**config.mk**
```make
export PLATFORM = sky130hd
export DESIGN_NAME = pipe_id_ex
export DESIGN_NICKNAME = d
export VERILOG_FILES = /design/src/rtl/pipe_pkg.sv /design/src/rtl/pipe_id_ex_control_unit.sv /design/src/rtl/pipe_id_ex.sv
export SDC_FILE = /design/constraint.sdc
export NUM_CORES = 1
export LEC_CHECK = 0
export CORE_MARGIN = 5
export CORE_UTILIZATION = 35
export CTS_CLUSTER_DIAMETER = 50
export CTS_CLUSTER_SIZE = 12
export DETAILED_ROUTE_END_ITERATION = 10
export PLACE_DENSITY_LB_ADDON = 0.25
export SLEW_MARGIN = 15
export SYNTH_ARGS = -nofsm -noshare
export SYNTH_HDL_FRONTEND = slang
export SYNTH_SLANG_ARGS = --single-unit
```
**constraint.sdc**
```tcl
create_clock -name CLK -period 1.35 [get_ports CLK]
set_clock_uncertainty 0.1 [all_clocks]
set_input_delay 0.405 -clock CLK [delete_from_list [all_inputs] [get_ports CLK]]
set_output_delay 0.405 -clock CLK [all_outputs]
set_load 0.05 [all_outputs]
```
**src/rtl/pipe_pkg.sv**
```systemverilog
// Shared types and constants for the decode-stage slice: opcodes, ALU and
// extender selects, instruction field positions and the ID/EX control bundle.
package pipe_pkg;

  typedef enum logic [3:0] {
    OP_NOP  = 4'h0,
    OP_ADD  = 4'h1,
    OP_SUB  = 4'h2,
    OP_AND  = 4'h3,
    OP_OR   = 4'h4,
    OP_ADDI = 4'h5,
    OP_SUBI = 4'h6,
    OP_CMP  = 4'h7,
    OP_LDR  = 4'h8,
    OP_STR  = 4'h9,
    OP_B    = 4'hA,
    OP_MOVI = 4'hB
  } opcode_e;

  localparam logic [1:0] ALU_ADD = 2'b00;
  localparam logic [1:0] ALU_SUB = 2'b01;
  localparam logic [1:0] ALU_AND = 2'b10;
  localparam logic [1:0] ALU_OR  = 2'b11;

  localparam logic [1:0] EXT_IMM  = 2'b00;
  localparam logic [1:0] EXT_BR   = 2'b01;
  localparam logic [1:0] EXT_MOVI = 2'b10;

  localparam int unsigned OP_MSB    = 31;
  localparam int unsigned OP_LSB    = 28;
  localparam int unsigned A1_MSB    = 27;
  localparam int unsigned A1_LSB    = 24;
  localparam int unsigned A2_MSB    = 23;
  localparam int unsigned A2_LSB    = 20;
  localparam int unsigned A3_MSB    = 19;
  localparam int unsigned A3_LSB    = 16;
  localparam int unsigned IMMX_MSB  = 19;

  typedef struct packed {
    logic       rf_we;
    logic       branch_sel;
    logic       alu_opb_sel;
    logic       set_flags;
    logic       mem_we;
    logic       wb_sel;
    logic [1:0] alu_ctrl;
  } ctrl_t;

endpackage

```
**src/rtl/pipe_id_ex_control_unit.sv**
```systemverilog
// Combinational opcode decoder; unlisted opcodes (0xC-0xF) decode as NOP.
module control_unit
  import pipe_pkg::*;
(
  input  logic [3:0] opcode_i,
  output ctrl_t      ctrl_o,
  output logic [1:0] ext_sel_o
);

  always_comb begin
    ctrl_o    = '0;
    ext_sel_o = EXT_IMM;
    case (opcode_i)
      OP_ADD:  ctrl_o.rf_we = 1'b1;
      OP_SUB:  begin ctrl_o.rf_we = 1'b1; ctrl_o.alu_ctrl = ALU_SUB; end
      OP_AND:  begin ctrl_o.rf_we = 1'b1; ctrl_o.alu_ctrl = ALU_AND; end
      OP_OR:   begin ctrl_o.rf_we = 1'b1; ctrl_o.alu_ctrl = ALU_OR;  end
      OP_ADDI: begin ctrl_o.rf_we = 1'b1; ctrl_o.alu_opb_sel = 1'b1; end
      OP_SUBI: begin
        ctrl_o.rf_we       = 1'b1;
        ctrl_o.alu_opb_sel = 1'b1;
        ctrl_o.alu_ctrl    = ALU_SUB;
      end
      OP_CMP:  begin ctrl_o.set_flags = 1'b1; ctrl_o.alu_ctrl = ALU_SUB; end
      OP_LDR:  begin
        ctrl_o.rf_we       = 1'b1;
        ctrl_o.alu_opb_sel = 1'b1;
        ctrl_o.wb_sel      = 1'b1;
      end
      OP_STR:  begin ctrl_o.mem_we = 1'b1; ctrl_o.alu_opb_sel = 1'b1; end
      OP_B:    begin ctrl_o.branch_sel = 1'b1; ext_sel_o = EXT_BR; end
      OP_MOVI: begin
        ctrl_o.rf_we       = 1'b1;
        ctrl_o.alu_opb_sel = 1'b1;
        ext_sel_o          = EXT_MOVI;
      end
      default: ;
    endcase
  end

endmodule

```
**src/rtl/pipe_id_ex.sv**
```systemverilog
// IF/ID register, decoder and ID/EX register of the decode stage.
// Stall_i/Flush_i take effect only when PIPE_STALL_FLUSH_EN is defined.
module pipe_id_ex
  import pipe_pkg::*;
#(
  parameter int unsigned N = 32
) (
  input  logic         CLK,
  input  logic         RST,
  input  logic [N-1:0] instruction_i,
  input  logic         Stall_i,
  input  logic         Flush_i,
  input  logic [N-1:0] RD1_i,
  input  logic [N-1:0] RD2_i,
  input  logic [N-1:0] Extend_i,
  output logic [3:0]   A1_o,
  output logic [3:0]   A2_o,
  output logic [19:0]  Imm_o,
  output logic [1:0]   ExtendSelect_o,
  output logic [N-1:0] RD1_o,
  output logic [N-1:0] RD2_o,
  output logic [N-1:0] Extend_o,
  output logic [3:0]   A3_o,
  output logic         RF_WE_o,
  output logic         BranchSelect_o,
  output logic         ALUOpBSelect_o,
  output logic         SetFlags_o,
  output logic         MemWE_o,
  output logic         WBSelect_o,
  output logic [1:0]   ALUControl_o
);

  logic [N-1:0] ifid_q, ifid_d;
  logic [N-1:0] rd1_q, rd2_q, ext_q;
  logic [3:0]   a3_q;
  ctrl_t        ctrl_q, ctrl_d, dec;

  control_unit u_control_unit (
    .opcode_i  (ifid_q[OP_MSB:OP_LSB]),
    .ctrl_o    (dec),
    .ext_sel_o (ExtendSelect_o)
  );

`ifdef PIPE_STALL_FLUSH_EN
  // Flush only kills controls; operands and A3 keep flowing into ID/EX.
  always_comb begin
    ifid_d = Stall_i ? ifid_q : instruction_i;
    ctrl_d = Flush_i ? '0 : dec;
  end
`else
  logic unused_stall_flush;
  assign unused_stall_flush = Stall_i ^ Flush_i;

  always_comb begin
    ifid_d = instruction_i;
    ctrl_d = dec;
  end
`endif

  always_ff @(posedge CLK or negedge RST) begin
    if (!RST) begin
      ifid_q <= '0;
      rd1_q  <= '0;
      rd2_q  <= '0;
      ext_q  <= '0;
      a3_q   <= '0;
      ctrl_q <= '0;
    end else begin
      ifid_q <= ifid_d;
      rd1_q  <= RD1_i;
      rd2_q  <= RD2_i;
      ext_q  <= Extend_i;
      a3_q   <= ifid_q[A3_MSB:A3_LSB];
      ctrl_q <= ctrl_d;
    end
  end

  assign A1_o           = ifid_q[A1_MSB:A1_LSB];
  assign A2_o           = ifid_q[A2_MSB:A2_LSB];
  assign Imm_o          = ifid_q[IMMX_MSB:0];
  assign RD1_o          = rd1_q;
  assign RD2_o          = rd2_q;
  assign Extend_o       = ext_q;
  assign A3_o           = a3_q;
  assign RF_WE_o        = ctrl_q.rf_we;
  assign BranchSelect_o = ctrl_q.branch_sel;
  assign ALUOpBSelect_o = ctrl_q.alu_opb_sel;
  assign SetFlags_o     = ctrl_q.set_flags;
  assign MemWE_o        = ctrl_q.mem_we;
  assign WBSelect_o     = ctrl_q.wb_sel;
  assign ALUControl_o   = ctrl_q.alu_ctrl;

endmodule

```
==> results.py, run 1 <==
metrics = {
    "synth": {
        "synth_edf_count": 0,
        "synthArstFlopShare_pct": 100,
        "synth_common_cells": "dfrtp_1, buf_4, a21oi_1, and3_1, nand2_1",
        "ys_ff_latch": 140,
        "synth_most_common_cell": "dfrtp_1",
        "synth_xor_area_share_pct": 0,
        "avgSynthCellArea_sq_um": 20.0,
        "seq_area_frac_synth_pct": 90.2,
        "synth_nets": 326,
        "synth_top_area_cell": "dfrtp_1",
        "synth_top_area_share_pct": 90.2,
        "syn-instance-count": 194,
        "yosysUniqueCellTypes": 19,
        "synth.area.mux_share_pct": 0.387,
        "synthAdderAreaFrac_pct": 0,
        "ys_warn_count": 0,
        "netlist_area_sq_um": 3880,
        "synth_top_family_by_area": "buffers and inverters",
        "synth_area_leaders": "dfrtp_1, buf_4, and3_1",
        "synth-main-ff-cell": "dfrtp_1",
        "synth_compound_area_share_pct": 1.26,
        "synthSimpleGateAreaFrac_pct": 2.19,
    },
    "critical_path": {
        "start_kind": "flip-flop",
        "r2r-start": "ifid_q[31]$_DFF_PN0_",
        "crit_start": "ifid_q[30]$_DFF_PN0_",
        "cp_top_family": "simple AND/OR/NAND/NOR gates",
        "crit_path_end_kind": "primary output",
        "crit_required_ns": 0.85,
        "cp_max_fo": 3,
        "crit_type": "flip-flop to primary output",
        "worst_path_max_delay_cell": "dfrtp_1",
        "path_buf_inv": 1,
        "ff2ff_setup_slack_ns": -0.10,
        "path_cells": "and2b_2 > and3_4 > buf_12",
        "cp.arrival_ns": 1.45,
        "slowest_delay_ns": 0.37,
    },
    "clock_tree": {
        "cts.path.max_buffers": 2,
        "clkSlewWorstSetupHoldPaths_ns": 0.06,
        "numCtsBuffers": 17,
        "clock_sinks": 140,
        "ctsRootBufferMaster": "clkbuf_8",
        "htreeDepth": 4,
        "clock_latency_ns": 0.51,
        "cts_tree": "built",
    },
    "sta": {
        "max_freq_mhz": 511,
        "rsz0062_at_grt": "true",
        "finalHoldViolations": 0,
        "setup_viol": 139,
        "slew_violations": 0,
        "setup_tns_ns": -30.91,
        "worst_pin_slew_ns": 0.292,
        "slew_headroom_pct": 80.6,
        "period_needed_ns": 1.96,
        "worst_slack_ns": -0.605,
        "fin_hold_ws_ns": 0.226,
        "period_share_pct": 145,
    },
    "die": {
        "boundaryPins": 270,
        "chipHeight_microns": 115,
        "die_x_microns": 115,
        "core.rowCount": 38,
        "dieArea_sq_um": 13300,
        "initial_utilization_pct": 35.8,
        "fp.coreArea_sq_um": 10800,
    },
    "routing": {
        "dr.pass1.iters": 4,
        "drt_iter0_drc": 44,
        "wl_mm": 11.7,
        "viasPerCell": 4.13,
        "ant_nets": 0,
        "routedWlPerCell_microns": 19.0,
        "drc": 0,
        "vias": 2547,
    },
    "global_route": {
        "grt_use_total_pct": 18.5,
        "antenna_found_initial": 1,
        "gr-total-overflow": 0,
        "grt_max_degree": 42,
        "grt_pass1_vias": 2908,
        "grt_pass1_wl_mm": 17.2,
    },
    "final_layout": {
        "nFillCells": 578,
        "syn_to_final_growth_pct": 122,
        "fin_nets": 598,
        "utilization_pct": 79.4,
        "drive_above_1_share_pct": 39.1,
    },
    "pwr": {
        "p_leak_uw": 0.00385,
        "powerDensity_nw_per_um2": 1290,
        "vdd_drop_max_uv": 924,
    },
    "status": {
        "status": "finished with violations",
        "violations": "setup timing",
    },
    "placed_design": {
        "port_buffers": 267,
        "gp_congestion": 0.803,
        "place_hpwl_mm": 9.55,
        "dp_slack_ns": -0.0676,
    },
    "job": {
        "maxCapViolCount": 0,
    },
    "worst_hold_path": {
        "min_path_type": "primary input to asynchronous set/reset pin",
    },
}
report_power, final:
part | switching (uW) | leakage [uW] | internal (uW)
registers | 184 | 0.00164 | 4420
clock network | 1580 | 0.000259 | 2680
logic | 1040 | 0.00195 | 1180
worst reg2reg max path: cells and delay by family (launching register included):
kind                   cells  cell delay [ns]
AND/OR/NAND/NOR            1             0.37
buffers and inverters      2             0.29
AO/OA/AOI/OAI              2             0.18
flip-flops                 1             0.38
per-layer routing:
| metal | vias to the layer above | GRT usage [%] | share of wire [%] |
|---|---|---|---|
| met3 | 30 | 9.68 | 12 |
| li1 | 1129 | - | - |
| met5 | - | 0 | 0 |
| met4 | 0 | 10.7 | 4.1 |
| met1 | 1206 | 16.8 | 29 |
| met2 | 182 | 32.5 | 54 |
state kept, by name, indices dropped and copies added, names as in the netlist:
| signal | flops |
|---|---|
| Extend_o | 32 |
| RD1_o | 32 |
| RD2_o | 32 |
| ifid_q | 32 |
| A3_o | 4 |
| ALUControl_o | 2 |
| ALUOpBSelect_o | 1 |
| BranchSelect_o | 1 |
| MemWE_o | 1 |
| RF_WE_o | 1 |
| SetFlags_o | 1 |
| WBSelect_o | 1 |
placed cells by master (no fill, tap or decap), types with 2 or more instances in the layout:
cell type          n
nor2b_1            2
a21oi_1            2
clkinv_2           2
nand2_1            3
dfrtp_1          140
clkdlybuf4s50_1  128
and3_4             2
bufinv_16          2
clkbuf_16         16
buf_12           141
nor2_1             2
buf_4             12
clkbuf_1           3
clkinvlp_4         3
clkbuf_8           3
final timing paths:
path,end,cells past startpoint
setup / recovery,ExtendSelect_o[1],3
hold / removal,Extend_o[25]$_DFF_PN0_,2
setup reg to reg,RF_WE_o$_DFF_PN0_,5
hold reg to reg,A3_o[3]$_DFF_PN0_,0
max in group asynchronous,RD1_o[15]$_DFF_PN0_,3
min in group CLK,ifid_q[23]$_DFF_PN0_,1
kinds of logic (layout without fill, tap and decap cells):
kind of cell,after synthesis,count (layout)
flip-flops,140,140
other,0,1
AO/OA/AOI/OAI,7,7
buffers and inverters,31,313
multiplexers,1,1
AND/OR/NAND/NOR,15,15
layout make-up:
type	instances	area (sq um)	area share, %
timing repair buffer	283	4220	49.0
sequential	140	3500	40.7
clock buffer	22	453	5.26
tap	140	175	2.03
multi-input combinational	23	164	1.90
clock inverter	7	92.6	1.08
inverter	1	3.75	0.0436
antenna	1	2.50	0.0291
stage by stage:
step	instance area, sq um	cells	power, uW
floorplan	3890	194	5410
global placement	8020	582	6860
detailed placement	8020	582	6900
CTS	8590	614	11200
global route	8610	617	11500
finish	8610	617	11100
what timing repair did:
| action | in CTS | in global routing |
|---|---|---|
| setup buffers | 2 | 2 |
| hold buffers | 1 | 0 |
| hold endpoints to repair | 140 | 0 |
| setup endpoints to repair | 138 | 140 |
| pin swaps | 0 | 1 |
| gates resized for setup | 1 | 1 |
No activity file was read; power rests on OpenSTA's default activity.
==> inputs of run 2 (changes only) <==
--- a/config.mk
+++ b/config.mk
@@ -5,6 +5,7 @@
 export SDC_FILE = /design/constraint.sdc
 export NUM_CORES = 1
 export LEC_CHECK = 0
+export ABC_CLOCK_PERIOD_IN_PS = 1350
 export CORE_MARGIN = 5
 export CORE_UTILIZATION = 35
 export CTS_CLUSTER_DIAMETER = 50
==> results of run 2 <==
Final layout, timing and power as in run 1 (identical DEF).
==> inputs of run 3 (changes only) <==
--- a/config.mk
+++ b/config.mk
@@ -6,11 +6,12 @@
 export NUM_CORES = 1
 export LEC_CHECK = 0
 export ABC_CLOCK_PERIOD_IN_PS = 1350
-export CORE_MARGIN = 5
-export CORE_UTILIZATION = 35
+export CORE_AREA = 5 5 103 105
 export CTS_CLUSTER_DIAMETER = 50
 export CTS_CLUSTER_SIZE = 12
 export DETAILED_ROUTE_END_ITERATION = 10
+export DIE_AREA = 0 0 108 110
+export DONT_BUFFER_PORTS = 1
 export PLACE_DENSITY_LB_ADDON = 0.25
 export SLEW_MARGIN = 15
 export SYNTH_ARGS = -nofsm -noshare
==> run 3 against run 2 <==
  * The run now fails in clock tree synthesis (4_1_cts)
  * Synthesized cell count unchanged
  * Synthesized area stayed put
==> results.py, run 3 <==
metrics = {
    "synth": {
        "synth_area_leaders": "dfrtp_1, buf_4, and3_1",
        "synth.area.mux_share_pct": 0.387,
        "netlist_area_sq_um": 3880,
        "syn-instance-count": 194,
        "synth_common_cells": "dfrtp_1, buf_4, a21oi_1, and3_1, nand2_1",
        "synth_edf_count": 0,
        "synth_top_area_share_pct": 90.2,
        "synth_top_area_cell": "dfrtp_1",
        "synth_xor_area_share_pct": 0,
        "synth-main-ff-cell": "dfrtp_1",
        "yosysUniqueCellTypes": 19,
        "synth_top_family_by_area": "buffers and inverters",
        "avgSynthCellArea_sq_um": 20.0,
        "seq_area_frac_synth_pct": 90.2,
        "synth_nets": 326,
        "synthArstFlopShare_pct": 100,
        "synthSimpleGateAreaFrac_pct": 2.19,
        "ys_ff_latch": 140,
        "synth_most_common_cell": "dfrtp_1",
        "ys_warn_count": 0,
        "synthAdderAreaFrac_pct": 0,
        "synth_compound_area_share_pct": 1.26,
    },
    "placed_design": {
        "dpl.cell_count": 437,
        "gp_congestion": 0.761,
        "port_buffers": 0,
        "place_hpwl_mm": 7.05,
    },
    "clock_tree": {
        "post_cts_buffers": 2,
        "clock_sinks": 140,
        "cts_resized": 138,
        "ctsRootBufferMaster": "clkbuf_8",
        "numCtsBuffers": 17,
        "cts.path.max_buffers": 2,
        "cts_hold_buf": 101,
        "htreeDepth": 4,
    },
    "die": {
        "boundaryPins": 270,
        "die_x_microns": 108,
        "core.rowCount": 36,
        "initial_utilization_pct": 40.7,
        "chipHeight_microns": 110,
    },
    "status": {
        "lastStage": "clock tree synthesis (4_1_cts)",
        "stop_error": "[ERROR RSZ-0060] Max buffer count reached.",
        "status": "aborted with a tool error",
    },
}
[run 3: logic make-up after synthesis]
logic type | count (synthesis)
AO/OA/AOI/OAI | 7
multiplexers | 1
AND/OR/NAND/NOR | 15
flip-flops | 140
buffers and inverters | 31
[run 3: per-stage QoR]
| step | TNS, ns | setup slack, ns | instance area, sq um | util (%) |
|---|---|---|---|---|
| after detailed placement | -0.149 | -0.0748 | 4880 | 51.2 |
| after global placement | -0.106 | -0.0532 | 4880 | 51.2 |
| after floorplan | -0.216 | -0.108 | 3890 | - |
==> inputs of run 4 (changes only) <==
--- a/config.mk
+++ b/config.mk
@@ -6,13 +6,11 @@
 export NUM_CORES = 1
 export LEC_CHECK = 0
 export ABC_CLOCK_PERIOD_IN_PS = 1350
-export CORE_AREA = 5 5 103 105
-export CTS_CLUSTER_DIAMETER = 50
-export CTS_CLUSTER_SIZE = 12
+export CORE_MARGIN = 5
+export CORE_UTILIZATION = 40
 export DETAILED_ROUTE_END_ITERATION = 10
-export DIE_AREA = 0 0 108 110
 export DONT_BUFFER_PORTS = 1
-export PLACE_DENSITY_LB_ADDON = 0.25
+export PLACE_DENSITY_LB_ADDON = 0.15
 export SLEW_MARGIN = 15
 export SYNTH_ARGS = -nofsm -noshare
 export SYNTH_HDL_FRONTEND = slang
==> run 4 against run 3 <==
  * The flow again stops in clock tree synthesis (4_1_cts)
  * Synthesized cell count did not move
  * Synthesized area did not move
==> results.py, run 4 <==
metrics = {
    "status": {
        "status": "aborted with a tool error",
        "stop_error": "[ERROR RSZ-0060] Max buffer count reached.",
        "lastStage": "clock tree synthesis (4_1_cts)",
    },
    "synth": {
        "synth_top_area_cell": "dfrtp_1",
        "synth-main-ff-cell": "dfrtp_1",
        "syn-instance-count": 194,
        "synth_nets": 326,
        "synth_edf_count": 0,
        "synth_top_family_by_area": "buffers and inverters",
        "synth_top_area_share_pct": 90.2,
        "synth_compound_area_share_pct": 1.26,
        "synth_area_leaders": "dfrtp_1, buf_4, and3_1",
        "seq_area_frac_synth_pct": 90.2,
        "yosysUniqueCellTypes": 19,
        "synth_most_common_cell": "dfrtp_1",
        "synthAdderAreaFrac_pct": 0,
        "synth_common_cells": "dfrtp_1, buf_4, a21oi_1, and3_1, nand2_1",
        "synthArstFlopShare_pct": 100,
        "synthSimpleGateAreaFrac_pct": 2.19,
        "synth_xor_area_share_pct": 0,
        "synth.area.mux_share_pct": 0.387,
        "avgSynthCellArea_sq_um": 20.0,
        "ys_warn_count": 0,
        "ys_ff_latch": 140,
        "netlist_area_sq_um": 3880,
    },
    "clock_tree": {
        "htreeDepth": 4,
        "numCtsBuffers": 17,
        "cts_resized": 136,
        "post_cts_buffers": 0,
        "ctsRootBufferMaster": "clkbuf_8",
        "cts_hold_buf": 101,
        "clock_sinks": 140,
        "cts.path.max_buffers": 2,
    },
    "die": {
        "die_x_microns": 109,
        "initial_utilization_pct": 40.3,
        "boundaryPins": 270,
        "core.rowCount": 36,
        "chipHeight_microns": 109,
    },
    "placed_design": {
        "place_hpwl_mm": 7.46,
        "dpl.cell_count": 436,
        "port_buffers": 0,
        "dp_slack_ns": -0.0284,
        "gp_congestion": 0.732,
    },
}
[run 4: cell counts after synthesis]
Identical to the previous run, type by type.
[run 4: kinds of logic after synthesis]
kind of cell / Yosys count
flops: 140
buf+inv: 31
simple gates: 15
compound gates: 7
mux: 1
[run 4: stage by stage]
step | util (%) | hold slack [ns] | instance area [sq um]
after floorplan | - | 0.00941 | 3890
after global placement | 50.6 | 0.0126 | 4880
after detailed placement | 50.6 | 0.0116 | 4880
